===== config.mk =====
export PLATFORM = sky130hd
export DESIGN_NAME = router_out_arbiter_flat
export DESIGN_NICKNAME = d
export VERILOG_FILES = /design/src/rtl/router_out_arbiter_if.sv /design/src/rtl/router_out_arbiter.sv /design/src/flat_wrapper.sv
export SDC_FILE = /design/constraint.sdc
export NUM_CORES = 1
export LEC_CHECK = 0
export CORE_ASPECT_RATIO = 0.9
export CORE_MARGIN = 2
export CORE_UTILIZATION = 25
export CTS_BUF_LIST = sky130_fd_sc_hd__clkbuf_4
export DETAILED_ROUTE_END_ITERATION = 8
export SYNTH_ARGS = -nofsm -noshare
export SYNTH_HDL_FRONTEND = slang
export SYNTH_SLANG_ARGS = --single-unit

===== constraint.sdc =====
create_clock -name clk -period 2.53 [get_ports clk]
set_input_delay 0.6325 -clock clk [delete_from_list [all_inputs] [get_ports clk]]
set_output_delay 0.6325 -clock clk [all_outputs]
set_load 0.02 [all_outputs]

===== src/rtl/router_out_arbiter_if.sv =====
// Bundle between the router's three output FIFOs, the output arbiter and the
// downstream link.
//   master : arbiter side (drives read strobes, downstream byte, grant, abort)
//   slave  : FIFO/downstream side (drives FIFO status/data and dn_ready)
// Signals:
//   vld_out_0..2  FIFO non-empty flags
//   dout0..2      FIFO read data, valid 1 cycle after the matching read_enb
//   dn_ready      downstream credit
//   read_enb_0..2 FIFO read strobes
//   dn_data/dn_valid/dn_sop/dn_eop  downstream byte stream
//   grant         granted FIFO index, 2'b11 = none
//   abort         1-cycle packet-abandon pulse
interface router_out_arbiter_if #(
    parameter int unsigned DATA_W = 8
);
    logic              vld_out_0;
    logic              vld_out_1;
    logic              vld_out_2;
    logic [DATA_W-1:0] dout0;
    logic [DATA_W-1:0] dout1;
    logic [DATA_W-1:0] dout2;
    logic              dn_ready;
    logic              read_enb_0;
    logic              read_enb_1;
    logic              read_enb_2;
    logic [DATA_W-1:0] dn_data;
    logic              dn_valid;
    logic              dn_sop;
    logic              dn_eop;
    logic [1:0]        grant;
    logic              abort;

    modport master (
        input  vld_out_0, vld_out_1, vld_out_2,
        input  dout0, dout1, dout2,
        input  dn_ready,
        output read_enb_0, read_enb_1, read_enb_2,
        output dn_data, dn_valid, dn_sop, dn_eop,
        output grant, abort
    );

    modport slave (
        output vld_out_0, vld_out_1, vld_out_2,
        output dout0, dout1, dout2,
        output dn_ready,
        input  read_enb_0, read_enb_1, read_enb_2,
        input  dn_data, dn_valid, dn_sop, dn_eop,
        input  grant, abort
    );
endinterface


===== src/rtl/router_out_arbiter.sv =====
// Packet-granular 3:1 round-robin arbiter draining the router's output FIFOs
// onto one downstream link. A granted FIFO keeps the link until its whole
// packet (header, len payload bytes, parity) has been forwarded.
// Ports:
//   clk     rising-edge clock
//   resetn  asynchronous active-low reset
//   bus     router_out_arbiter_if.master (FIFO status/data in, read strobes,
//           downstream byte stream, grant, abort out)
// Optional feature macro: ARB_TIMEOUT_EN -- abandon a packet after
// TIMEOUT_CYCLES consecutive cycles with the granted FIFO empty mid-packet.
// Without it abort is tied 0 and the arbiter waits indefinitely.
// read_enb_* and dn_data are combinational from registered state and the
// FIFO/downstream inputs (FIFO data returns one cycle after the strobe);
// dn_valid, dn_sop, dn_eop, grant and abort are registered.
module router_out_arbiter #(
    parameter int unsigned DATA_W         = 8,
    parameter int unsigned TIMEOUT_CYCLES = 30
) (
    input  logic                 clk,
    input  logic                 resetn,
    router_out_arbiter_if.master bus
);
    localparam int unsigned REM_W     = 7;
    localparam logic [1:0]  GRANT_NONE = 2'b11;

    typedef enum logic [1:0] {
        ST_IDLE = 2'd0,
        ST_HDR  = 2'd1,
        ST_LEN  = 2'd2,
        ST_BODY = 2'd3
    } state_t;

    state_t            st;
    logic [1:0]        ptr;
    logic [1:0]        grant_q;
    logic [REM_W-1:0]  rem;
    logic              dn_valid_q;
    logic              dn_sop_q;
    logic              dn_eop_q;

    logic [2:0]        vld_c;
    logic              vld_g_c;
    logic [DATA_W-1:0] dout_g_c;
    logic              rd_en_c;
    logic              pick_vld_c;
    logic [1:0]        pick_c;

    // (a + b) mod 3 for a, b in 0..2
    function automatic logic [1:0] mod3_add(input logic [1:0] a, input logic [1:0] b);
        logic [2:0] s;
        s = 3'(a) + 3'(b);
        return (s >= 3'd3) ? 2'(s - 3'd3) : 2'(s);
    endfunction

    assign vld_c = {bus.vld_out_2, bus.vld_out_1, bus.vld_out_0};

    // Status and data of the currently granted FIFO
    always_comb begin
        vld_g_c  = 1'b0;
        dout_g_c = '0;
        case (grant_q)
            2'd0: begin vld_g_c = vld_c[0]; dout_g_c = bus.dout0; end
            2'd1: begin vld_g_c = vld_c[1]; dout_g_c = bus.dout1; end
            2'd2: begin vld_g_c = vld_c[2]; dout_g_c = bus.dout2; end
            default: ;
        endcase
    end

    // Round-robin search starting at ptr
    always_comb begin
        pick_vld_c = 1'b0;
        pick_c     = '0;
        for (int k = 0; k < 3; k++) begin
            if (!pick_vld_c && vld_c[mod3_add(ptr, 2'(k))]) begin
                pick_vld_c = 1'b1;
                pick_c     = mod3_add(ptr, 2'(k));
            end
        end
    end

    // Reads only in HDR, or in BODY while bytes remain, with data and credit
    assign rd_en_c = ((st == ST_HDR) || ((st == ST_BODY) && (rem != '0)))
                     && vld_g_c && bus.dn_ready;

    assign bus.read_enb_0 = rd_en_c && (grant_q == 2'd0);
    assign bus.read_enb_1 = rd_en_c && (grant_q == 2'd1);
    assign bus.read_enb_2 = rd_en_c && (grant_q == 2'd2);

    assign bus.dn_data  = dn_valid_q ? dout_g_c : '0;
    assign bus.dn_valid = dn_valid_q;
    assign bus.dn_sop   = dn_sop_q;
    assign bus.dn_eop   = dn_eop_q;
    assign bus.grant    = grant_q;

`ifdef ARB_TIMEOUT_EN
    localparam int unsigned CNT_W = $clog2(TIMEOUT_CYCLES + 1);
    logic [CNT_W-1:0] to_cnt;
    logic             abort_q;
    assign bus.abort = abort_q;
`else
    wire unused_timeout = ^{1'b0, 32'(TIMEOUT_CYCLES)};
    assign bus.abort = 1'b0;
`endif

    // Arbitration FSM and registered downstream flags
    always_ff @(posedge clk or negedge resetn) begin
        if (!resetn) begin
            st         <= ST_IDLE;
            ptr        <= '0;
            grant_q    <= GRANT_NONE;
            rem        <= '0;
            dn_valid_q <= 1'b0;
            dn_sop_q   <= 1'b0;
            dn_eop_q   <= 1'b0;
`ifdef ARB_TIMEOUT_EN
            to_cnt     <= '0;
            abort_q    <= 1'b0;
`endif
        end else begin
            // Every read returns a byte next cycle; the HDR read is the header
            dn_valid_q <= rd_en_c;
            dn_sop_q   <= rd_en_c && (st == ST_HDR);
            dn_eop_q   <= rd_en_c && (st == ST_BODY) && (rem == REM_W'(1));

            case (st)
                ST_IDLE: begin
                    if (pick_vld_c) begin
                        grant_q <= pick_c;
                        st      <= ST_HDR;
                    end
                end
                ST_HDR: begin
                    if (rd_en_c) st <= ST_LEN;
                end
                ST_LEN: begin
                    // Header is on dout now: payload length plus parity byte
                    rem <= REM_W'(dout_g_c[7:2]) + REM_W'(1);
                    st  <= ST_BODY;
                end
                ST_BODY: begin
                    // rem == 0 means the eop byte is on the link this cycle
                    if (rem == '0) begin
                        ptr     <= mod3_add(grant_q, 2'd1);
                        grant_q <= GRANT_NONE;
                        st      <= ST_IDLE;
                    end else if (rd_en_c) begin
                        rem <= rem - REM_W'(1);
                    end
                end
                default: st <= ST_IDLE;
            endcase

`ifdef ARB_TIMEOUT_EN
            // Starvation watchdog; overrides the FSM update when it fires
            abort_q <= 1'b0;
            if ((st == ST_HDR) || ((st == ST_BODY) && (rem != '0))) begin
                if (vld_g_c) begin
                    to_cnt <= '0;
                end else if (to_cnt == CNT_W'(TIMEOUT_CYCLES - 1)) begin
                    to_cnt  <= '0;
                    abort_q <= 1'b1;
                    ptr     <= mod3_add(grant_q, 2'd1);
                    grant_q <= GRANT_NONE;
                    st      <= ST_IDLE;
                end else begin
                    to_cnt <= to_cnt + CNT_W'(1);
                end
            end else begin
                to_cnt <= '0;
            end
`endif
        end
    end
endmodule

===== src/flat_wrapper.sv =====
// flat-port wrapper written by rule: the top's interface ports become plain ports
module router_out_arbiter_flat 
#(
    parameter int unsigned DATA_W         = 8,
    parameter int unsigned TIMEOUT_CYCLES = 30
)
  (clk, resetn, bus_vld_out_0, bus_vld_out_1, bus_vld_out_2, bus_dout0, bus_dout1, bus_dout2, bus_dn_ready, bus_read_enb_0, bus_read_enb_1, bus_read_enb_2, bus_dn_data, bus_dn_valid, bus_dn_sop, bus_dn_eop, bus_grant, bus_abort);
  router_out_arbiter_if #(.DATA_W(DATA_W)) bus_i ();
  input  logic clk;
  input  logic resetn;
  input wire logic [$bits(bus_i.vld_out_0)-1:0] bus_vld_out_0;
  input wire logic [$bits(bus_i.vld_out_1)-1:0] bus_vld_out_1;
  input wire logic [$bits(bus_i.vld_out_2)-1:0] bus_vld_out_2;
  input wire logic [$bits(bus_i.dout0)-1:0] bus_dout0;
  input wire logic [$bits(bus_i.dout1)-1:0] bus_dout1;
  input wire logic [$bits(bus_i.dout2)-1:0] bus_dout2;
  input wire logic [$bits(bus_i.dn_ready)-1:0] bus_dn_ready;
  output wire logic [$bits(bus_i.read_enb_0)-1:0] bus_read_enb_0;
  output wire logic [$bits(bus_i.read_enb_1)-1:0] bus_read_enb_1;
  output wire logic [$bits(bus_i.read_enb_2)-1:0] bus_read_enb_2;
  output wire logic [$bits(bus_i.dn_data)-1:0] bus_dn_data;
  output wire logic [$bits(bus_i.dn_valid)-1:0] bus_dn_valid;
  output wire logic [$bits(bus_i.dn_sop)-1:0] bus_dn_sop;
  output wire logic [$bits(bus_i.dn_eop)-1:0] bus_dn_eop;
  output wire logic [$bits(bus_i.grant)-1:0] bus_grant;
  output wire logic [$bits(bus_i.abort)-1:0] bus_abort;
  assign bus_i.vld_out_0 = bus_vld_out_0;
  assign bus_i.vld_out_1 = bus_vld_out_1;
  assign bus_i.vld_out_2 = bus_vld_out_2;
  assign bus_i.dout0 = bus_dout0;
  assign bus_i.dout1 = bus_dout1;
  assign bus_i.dout2 = bus_dout2;
  assign bus_i.dn_ready = bus_dn_ready;
  assign bus_read_enb_0 = bus_i.read_enb_0;
  assign bus_read_enb_1 = bus_i.read_enb_1;
  assign bus_read_enb_2 = bus_i.read_enb_2;
  assign bus_dn_data = bus_i.dn_data;
  assign bus_dn_valid = bus_i.dn_valid;
  assign bus_dn_sop = bus_i.dn_sop;
  assign bus_dn_eop = bus_i.dn_eop;
  assign bus_grant = bus_i.grant;
  assign bus_abort = bus_i.abort;
  router_out_arbiter #(.DATA_W(DATA_W), .TIMEOUT_CYCLES(TIMEOUT_CYCLES)) u_core (.clk(clk), .resetn(resetn), .bus(bus_i));
endmodule

==> metrics.cfg, run 1 <==
[drt]
dr.pass1.iters=5
vias_per_cell=4.86
vias=1624
routed_wl_um=4840
drc=0
ant_nets=0
drt_iter0_markers=215
wl_per_cell_um=14.5

[die]
io_pins=47
rows=26
coreArea_sq_mm=0.00573
initial_core_util_pct=26.2
dieArea_sq_mm=0.00663
dieHeight_um=77.4
die_w_um=85.6

[clock_network]
clk_path_buf_depth=2
cts_max_level=1
clk_pin_slew_ns=0.10
cts_tree=built
numCtsBuffers=3
cts_sinks=16
root_buffer=clkbuf_4
insertion_delay_ns=0.29
postCtsHoldBufs=0

[synthesis]
syn-num-nets=217
synth_cell_types=51
synth_top_area_share_pct=23.4
synth_commonest_cells=22 x nor2_1, 16 x ha_1, 14 x dfrtp_1, 14 x inv_1, 11 x nand2_1
synth_most_common_cell=nor2_1
synth.top_cells.by_area=dfrtp_1 23%, ha_1 13%, a222oi_1 6.0%
ys_seq_area_share_pct=26.9
synthCells=171
ys_seq_elements=16
synth_edf_count=0
synthFlopType=dfrtp_1
synthArstFlopShare_pct=100
yosysWarningCount=0
syn-cell-area_sq_mm=0.00150
synth.avg_cell_area_sq_um=8.76
yosys.area.top_type=dfrtp_1

[worst_setup_path]
critical_path_buf_inv_count=2
cp_slowest_cell=dfstp_2
crit_path_cell_trace=buf_4, ha_4, a222oi_1, or3b_4, nor2_4, and2_4, buf_6
cp_top_family=simple AND/OR/NAND/NOR gates
crit_required_ns=1.90
arrival_ns=2.04
max_stage_delay_ns=0.58
cp_max_fo=4
worstSetupStartpointType=flip-flop
end_kind=output port
path_class=flip-flop to output port

[status]
status=finished with violations
violations=negative setup slack

[timing]
setup_viol_count_final=5
slew_headroom_pct=48.2
slew_viol_final=0
rsz0062_at_grt=yes
fin_ws_ns=-0.146
setup_tns_ns=-0.529
worst_pin_slew_ns=0.774
clock_skew_ns=0.00291
final.period_utilization_pct=106
fmax_ghz=0.374
min_period_ns=2.68
hold_violations=0

[layout]
syn2layout_area_growth_pct=72.2
layout-drive-gt1-share_pct=37.1
stdcell_area_sq_mm=0.00258
finalNetCount=311
final_core_util_pct=45.0
antenna_cells=0

[power]
p_total_mw=2.83
leakagePower_nw=1.12
powerDensity_mw_per_mm2=1100
peakVddDrop_mv=0.355

[grt]
antenna_found_initial=0
grt_pass1_wl_um=7720
grt_max_degree=17
grt_remaining_overflow=0
grt_pass1_vias=1588
grtUsageTotal_pct=14.3

[placement]
routabilityCongestion=0.822
post-place-ws_ns=-0.696
dp_hpwl_um=3440
numPortBuffers=45
post_dp_cell_area_sq_mm=0.00225

[min_path]
min_path_type=flip-flop to flip-flop

[job]
max_cap_violations=0

## metrics by stage
stage | instances | hold WS (ns)
finish | 334 | 0.581
global route | 334 | 0.602
CTS | 327 | 0.585
detailed placement | 311 | 0.555
global placement | 311 | 0.546
floorplan | 171 | 0.337
## final timing paths
check                      cells after the start                         to  slack [ns]                             from
setup / recovery                               7             bus_read_enb_0       -0.15  u_core.bus.grant[1]$_DFFE_PN1P_
hold / removal                                 1   u_core.st[1]$_DFFE_PN0P_        0.58         u_core.st[1]$_DFFE_PN0P_
setup reg to reg                              11  u_core.rem[4]$_DFFE_PN0P_        0.05  u_core.bus.grant[0]$_DFFE_PN1P_
hold reg to reg                                1   u_core.st[1]$_DFFE_PN0P_        0.58         u_core.st[1]$_DFFE_PN0P_
max in group asynchronous                      1  u_core.ptr[0]$_DFFE_PN0P_        1.27                           resetn
min in group asynchronous                      1  u_core.rem[4]$_DFFE_PN0P_        0.78                           resetn
## placed cells by master (no fill, tap or decap), types with 3 or more instances in the layout
cell type        instances
buf_4                   45
clkdlybuf4s50_1         33
nor2_1                  17
dfrtp_1                 14
inv_1                   12
ha_1                    12
nand2_1                 11
buf_6                   10
a222oi_1                 9
buf_2                    6
nand3b_1                 5
nand2b_1                 4
nand3_1                  4
a21oi_1                  4
mux2i_1                  4
ha_4                     4
nor2_2                   3
nor2_4                   3
and2_4                   3
o21ai_1                  3
o221ai_1                 3
o21ai_0                  3
clkbuf_4                 3
## flip-flops by register name, indices dropped and copies added, names as in the netlist
name,cells
u_core.rem,7
u_core.ptr,2
u_core.bus.dn_eop,1
u_core.st,2
u_core.bus.dn_sop,1
u_core.bus.dn_valid,1
u_core.bus.grant,2
## layout make-up
type | instances | area [sq um]
Clock buffer | 3 | 22.5
Inverter | 14 | 57.6
Fill cell | 579 | 3150
Timing Repair Buffer | 98 | 878
Sequential cell | 16 | 403
Clock inverter | 1 | 3.75
Multi-Input combinational cell | 132 | 1130
Tap cell | 70 | 87.6
## kinds of logic after synthesis
group | Yosys count | synth area share (%)
and+or+nand+nor | 63 | 22.9
AOI/OAI and AO/OA | 42 | 22.9
buffers and inverters | 23 | 6.93
adders and majority gates | 16 | 13.4
DFF | 16 | 26.9
muxes | 6 | 4.43
xor gates and xnor gates | 4 | 2.34
other | 1 | 0.250
## what timing repair did
action                                  in CTS  in global routing
gates resized for setup                     56                 35
endpoints found under the setup margin      11                 17
buffers inserted                            12                  9
gates cloned                                 0                  1
pin swaps                                    9                 20
## report_power, final
group | switching [mW] | total [mW] | internal (mW)
sequential | 0.0799 | 0.441 | 0.361
clock | 0.0889 | 0.146 | 0.0574
combinational | 1.07 | 2.24 | 1.17
total | 1.24 | 2.83 | 1.59
## metal layers
layer / wire, um / vias to the layer above / track usage [%]
met5: 0 / - / 0
met4: 42 / 0 / 3.33
met3: 342 / 4 / 2.66
met2: 2170 / 56 / 21.8
met1: 2280 / 756 / 20.7
li1: - / 808 / -
Power figures use the tool's default switching activity.
==> inputs of run 2 (changes only) <==
- CORE_MARGIN: 2 -> unset
- clock period: 2.53 -> 2.2 ns (I/O delays scaled with it)
==> run 2 against run 1 <==
  * The run still ends with negative setup slack left
  * Clock skew up 0.0057 ns
  * Clock-buffer cell count did not move
  * Setup slack worse by 0.26 ns
  * Die area fell by 4.9%
  * Core utilization up 0.74 points
  * First-iteration DRC count is 36% lower
  * Clock power increased by 14%
  * Register-to-register slack lost 0.35 ns
  * Combinational power is 18% higher
  * Sequential share of layout area down 0.25 points
  * Critical endpoint is now bus_read_enb_2
  * Largest power group unchanged
==> metrics.cfg, run 2 (same netlist as run 1, synthesis figures left out) <==
[timing]
min_period_ns=2.60
setup_tns_ns=-3.85  ; -3.32 ns
hold_violations=0  ; unchanged
setup_viol_count_final=16  ; +11
rsz0062_at_grt=yes
hold-worst-slack_ns=0.558  ; -0.0229 ns
fmax_ghz=0.384
fin_ws_ns=-0.401  ; -0.255 ns
final.period_utilization_pct=118
clock_skew_ns=0.00860  ; +0.00569 ns
slew_viol_final=0  ; unchanged

[worst_setup_path]
reg2reg_to=u_core.rem[4]$_DFFE_PN0P_
arrival_ns=2.05  ; about the same
end_kind=output port
r2r_cells=11  ; unchanged
path_class=flip-flop to output port
r2r_setup_slack_ns=-0.30  ; -0.35 ns
worstSetupStartpointType=flip-flop
crit_start=u_core.bus.grant[1]$_DFFE_PN1P_
crit_required_ns=1.65  ; -0.25 ns
cp_max_fo=4  ; unchanged
r2r-start=u_core.bus.grant[0]$_DFFE_PN1P_

[clock_network]
cts_tree=built
cts_max_level=1  ; unchanged
clk_pin_slew_ns=0.10  ; about the same
insertion_delay_ns=0.30  ; about the same
postCtsHoldBufs=0  ; unchanged
clk_path_buf_depth=2  ; unchanged
root_buffer=clkbuf_4
cts_sinks=16  ; unchanged
numCtsBuffers=3  ; unchanged

[layout]
layout.cells.most_common=buf_4
top_register=u_core.rem
finalNetCount=315  ; +1.3%
seqCellArea_sq_um=403  ; unchanged
largest_reg_flops=7  ; unchanged
final_core_util_pct=45.8  ; +0.74 points
antenna_cells=0  ; unchanged
syn2layout_area_growth_pct=75.0
final_cells=338  ; +1.2%
layout-drive-gt1-share_pct=38.4  ; +1.3 points
fillCellCount=559  ; -3.5%
stdcell_area_sq_mm=0.00262  ; +1.6%
mostFrequentLayoutCells=50 x buf_4, 33 x clkdlybuf4s50_1, 18 x nor2_1
multi_input_area_sq_mm=0.00116  ; +2.7%

[grt]
grt_pass1_vias=1549  ; -2.5%
grt_remaining_overflow=0  ; unchanged
antenna_found_initial=0  ; unchanged
grt_max_degree=17  ; unchanged
grt_pass1_wl_um=7110  ; -7.9%
grtUsageTotal_pct=14.1  ; -0.16 points

[power]
powerDensity_mw_per_mm2=1260  ; +15%
leakagePower_nw=1.14  ; +2.0%
peakVddDrop_mv=0.550  ; +55%
p_total_mw=3.30  ; +17%

[die]
dieArea_sq_mm=0.00630  ; -4.9%
dieHeight_um=75.4  ; -2.6%
coreArea_sq_mm=0.00573  ; unchanged
die_w_um=83.6  ; -2.3%
rows=26  ; unchanged
io_pins=47  ; unchanged
initial_core_util_pct=26.2  ; unchanged

[status]
status=finished with violations
violations=negative setup slack

[drt]
vias=1671  ; +2.9%
drc=0  ; unchanged
routed_wl_um=4660  ; -3.8%
dr.pass1.iters=4  ; -1
ant_nets=0  ; unchanged
drt_iter0_markers=137  ; -36%
vias_per_cell=4.94  ; +1.7%
wl_per_cell_um=13.8  ; -4.9%

[placement]
dp_cells=321  ; +3.2%
post-place-ws_ns=-0.859  ; -0.163 ns
routabilityCongestion=0.796  ; -3.2%
dp_hpwl_um=3520  ; +2.3%
post_dp_cell_area_sq_mm=0.00233  ; +3.6%
numPortBuffers=45  ; unchanged

[min_path]
min_path_type=input port to asynchronous set/reset pin

[job]
max_cap_violations=0  ; unchanged

## run 2: cell count changes in the layout (fill, tap and decap cells not counted), sizes merged
| cell | change |
|---|---|
| clkbuf | -1 |
| buf | +5 |
## run 2: final cells by class
cell class                 instances  share of cell area, %
multi-input combinational        132                   44.1
timing repair buffer             102                   34.1
sequential                        16                   15.4
tap                               70                   3.34
inverter                          14                   2.10
clock buffer                       3                  0.859
clock inverter                     1                  0.143
## run 2: how the worst max path moves through the flow
stage / endpoint / cells past startpoint / slack, ns
after CTS: bus_read_enb_2 / 7 / -0.41
after global routing: bus_read_enb_2 / 7 / -0.46
after detailed placement: bus_read_enb_1 / 6 / -0.86
after global placement: bus_read_enb_0 / 6 / -0.84
after floorplan: u_core.rem[4]$_DFFE_PN0P_ / 10 / -0.27
final: bus_read_enb_2 / 7 / -0.40
## run 2: critical path, stage by stage (launching register included)
cell	delay [ns]
dfstp_2	0.56
inv_2	0.07
ha_4	0.16
a222oi_1	0.44
or3b_4	0.23
nor2_4	0.04
and2_4	0.13
buf_6	0.12
## run 2: what timing repair did
action,in CTS,in global routing
hold endpoints to repair,0,0
endpoints found under the setup margin,17,21
pin swaps,18,22
gates resized for setup,64,30
setup buffers,15,7
## run 2: report_power, final
part           internal [mW]  leakage (nW)  switching [mW]  total [mW]
Sequential             0.415         0.202          0.0795       0.494
Combinational           1.37         0.928            1.27        2.64
Clock                 0.0660        0.0154           0.101       0.167
Total                   1.86          1.14            1.45        3.30
## run 2: per-layer routing
layer,vias up,wire length (um),GRT usage (%)
met1,773,2070,18.3
met4,0,89,3.58
met3,9,304,2.93
li1,817,-,-
met5,-,0,0
met2,72,2200,24.4
==> inputs of run 3 (changes only) <==
- ABC_AREA: unset -> 1
==> run 3 against run 2 <==
  * The run still ends with negative setup slack left
  * Wire length fell by 2.4%
  * Clock power rose by 2%
  * Via count rose by 10%
  * Largest power group is now sequential cells
==> metrics.cfg, run 3 <==
[drt]
drc=0  ; unchanged
drt_iter0_markers=59  ; -57%
wl_per_cell_um=10.3  ; -25%
vias_per_cell=4.18  ; -16%
vias=1846  ; +10%
ant_nets=0  ; unchanged
routed_wl_um=4550  ; -2.4%
dr.pass1.iters=4  ; unchanged

[power]
peakVddDrop_mv=0.113  ; -79%
powerDensity_mw_per_mm2=205  ; -84%
leakagePower_nw=1.43  ; +25%
p_total_mw=0.544  ; -84%

[timing]
setup_viol_count_final=11  ; -5
slew_viol_final=0  ; unchanged
clock_skew_ns=0.00701  ; -0.00159 ns
min_period_ns=2.41  ; -0.191 ns
final.period_utilization_pct=110  ; -8.7 points
fmax_ghz=0.415  ; +7.9%
fin_ws_ns=-0.211  ; +0.191 ns
rsz0062_at_grt=yes
hold_violations=0  ; unchanged

[min_path]
hp-start=u_core.st[1]$_DFFE_PN0P_
hold_depth=2
min_path_type=flip-flop to flip-flop
holdPathEnd=u_core.st[1]$_DFFE_PN0P_

[synthesis]
syn-cell-area_sq_mm=0.00173  ; +15%
synth_commonest_cells=89 x nand2_1, 43 x inv_1, 30 x nand3_1
syn-num-nets=316  ; +46%
synth.top_cells.by_area=dfrtp_1 20%, nand2_1 19%, ha_1 12%
yosys.area.top_type=dfrtp_1
synth_most_common_cell=nand2_1
synthFlopType=dfrtp_1
ys_seq_area_share_pct=23.3  ; -3.6 points
synth_cell_types=30  ; -41%
ys_seq_elements=16  ; unchanged
synth_top_area_share_pct=20.3  ; -3.1 points
yosysWarningCount=0  ; unchanged
synthArstFlopShare_pct=100  ; unchanged
synth_edf_count=0  ; unchanged
synth.avg_cell_area_sq_um=6.40  ; -27%
synthCells=270  ; +58%

[clock_network]
postCtsHoldBufs=0  ; unchanged
root_buffer=clkbuf_4
clk_pin_slew_ns=0.10  ; about the same
cts_sinks=16  ; unchanged
cts_tree=built
numCtsBuffers=3  ; unchanged
insertion_delay_ns=0.30  ; about the same
cts_max_level=1  ; unchanged
clk_path_buf_depth=2  ; unchanged

[grt]
antenna_found_initial=0  ; unchanged
grtUsageTotal_pct=12.9  ; -1.2 points
grt_pass1_wl_um=7260  ; +2.0%
grt_pass1_vias=1728  ; +12%
grt_remaining_overflow=0  ; unchanged
grt_max_degree=17  ; unchanged

[worst_setup_path]
arrival_ns=1.86  ; -0.19 ns
crit_path_cell_trace=inv_4, ha_4, nand2_2, nand3_2, nand3_2, buf_6, nor2_4, nor2_4, nor2_2, buf_6
max_stage_delay_ns=0.63  ; +0.07 ns
cp_max_fo=4  ; unchanged
r2r_cells=15  ; +4
r2r_setup_slack_ns=0.05  ; +0.35 ns
reg2reg_to=u_core.rem[4]$_DFFE_PN0P_
crit_required_ns=1.65  ; about the same
end_kind=output port
r2r-start=u_core.bus.grant[0]$_DFFE_PN1P_
path_class=flip-flop to output port
cp_slowest_cell=dfstp_2
worstSetupStartpointType=flip-flop

[layout]
layout.cells.most_common=nand2_1
syn2layout_area_growth_pct=53.9
largest_reg_flops=7  ; unchanged
mostFrequentLayoutCells=80 x nand2_1, 38 x inv_1, 37 x buf_4
seqCellArea_sq_um=403  ; unchanged
final_core_util_pct=40.2  ; -5.6 points
fillCellCount=668  ; +19%
finalNetCount=399  ; +27%
multi_input_area_sq_mm=0.00121  ; +4.3%
antenna_cells=0  ; unchanged
top_register=u_core.rem
layout-drive-gt1-share_pct=31.8  ; -6.6 points

[die]
initial_core_util_pct=26.1  ; -0.043 points
dieArea_sq_mm=0.00725  ; +15%
dieHeight_um=80.9  ; +7.3%
io_pins=47  ; unchanged
rows=28  ; +7.7%
die_w_um=89.7  ; +7.3%
coreArea_sq_mm=0.00662  ; +16%

[job]
max_cap_violations=0  ; unchanged

[placement]
numPortBuffers=45  ; unchanged
dp_hpwl_um=3630  ; +3.1%
routabilityCongestion=0.860  ; +8.0%

[status]
status=finished with violations
violations=negative setup slack

[run 3: kinds of logic (layout without fill, tap and decap cells)]
family                     count (synthesis)  in the layout  synth area share, %
AOI/OAI and AO/OA                         19             19                 7.24
adders and majority gates                 16             16                 11.6
buffers and inverters                     53            135                 13.5
DFF                                       16             16                 23.3
other                                      1              1                0.217
and+or+nand+nor                          165            165                 44.2
[run 3: timing repair]
action | in CTS | in global routing
pin swaps | 2 | 1
setup endpoints to repair | 13 | 16
resized for setup | 64 | 26
buffers inserted | 2 | 1
[run 3: area by class of cell]
type,count,area share (%)
clock buffer,3,0.846
clock inverter,1,0.141
inverter,46,6.68
multi-input combinational,201,45.3
sequential,16,15.1
tap,90,4.23
timing repair buffer,85,27.6
[run 3: through the flow]
step / TNS, ns / instance area [sq um] / setup WS [ns] / std cells / hold slack (ns)
2_1_floorplan: 0 / 1740 / 0.00677 / 270 / 0.254
3_3_place_gp: -3.54 / 2520 / -0.627 / 435 / 0.522
3_5_place_dp: -3.59 / 2520 / -0.660 / 435 / 0.520
4_1_cts: -0.932 / 2560 / -0.207 / 441 / 0.546
5_1_grt: -2.45 / 2660 / -0.311 / 442 / 0.568
6_report: -1.18 / 2660 / -0.211 / 442 / 0.543
[run 3: power by group]
part,leakage (nW),internal [mW],switching (mW)
registers,0.201,0.294,0
logic,1.22,0.0523,0.0266
clock network,0.0154,0.0663,0.105
[run 3: worst max path at each step]
stage                     endpoint  cells past startpoint  slack (ns)                            start
floorplan           bus_read_enb_0                     11       0.007  u_core.bus.grant[0]$_DFFE_PN1P_
global placement    bus_read_enb_2                      8       -0.63                    bus_vld_out_0
detailed placement  bus_read_enb_1                      8       -0.66                    bus_vld_out_0
CTS                 bus_read_enb_1                     11       -0.21  u_core.bus.grant[0]$_DFFE_PN1P_
global route        bus_read_enb_1                     10       -0.31  u_core.bus.grant[1]$_DFFE_PN1P_
finish              bus_read_enb_1                     10       -0.21  u_core.bus.grant[0]$_DFFE_PN1P_
[run 3: critical path: cells and delay by family (launching register included)]
| kind | cells | cell delay, ns |
|---|---|---|
| flops | 1 | 0.63 |
| fa+ha+maj | 1 | 0.16 |
| simple gates | 6 | 0.46 |
| buf+inv | 3 | 0.30 |
[run 3: routing by layer]
metal	wire length, um	share of wire (%)	global-route usage (%)
met1	2060	45	14.8
met2	2080	46	23.9
met3	358	7.9	2.54
met4	49	1.1	3.81
met5	0	0	0
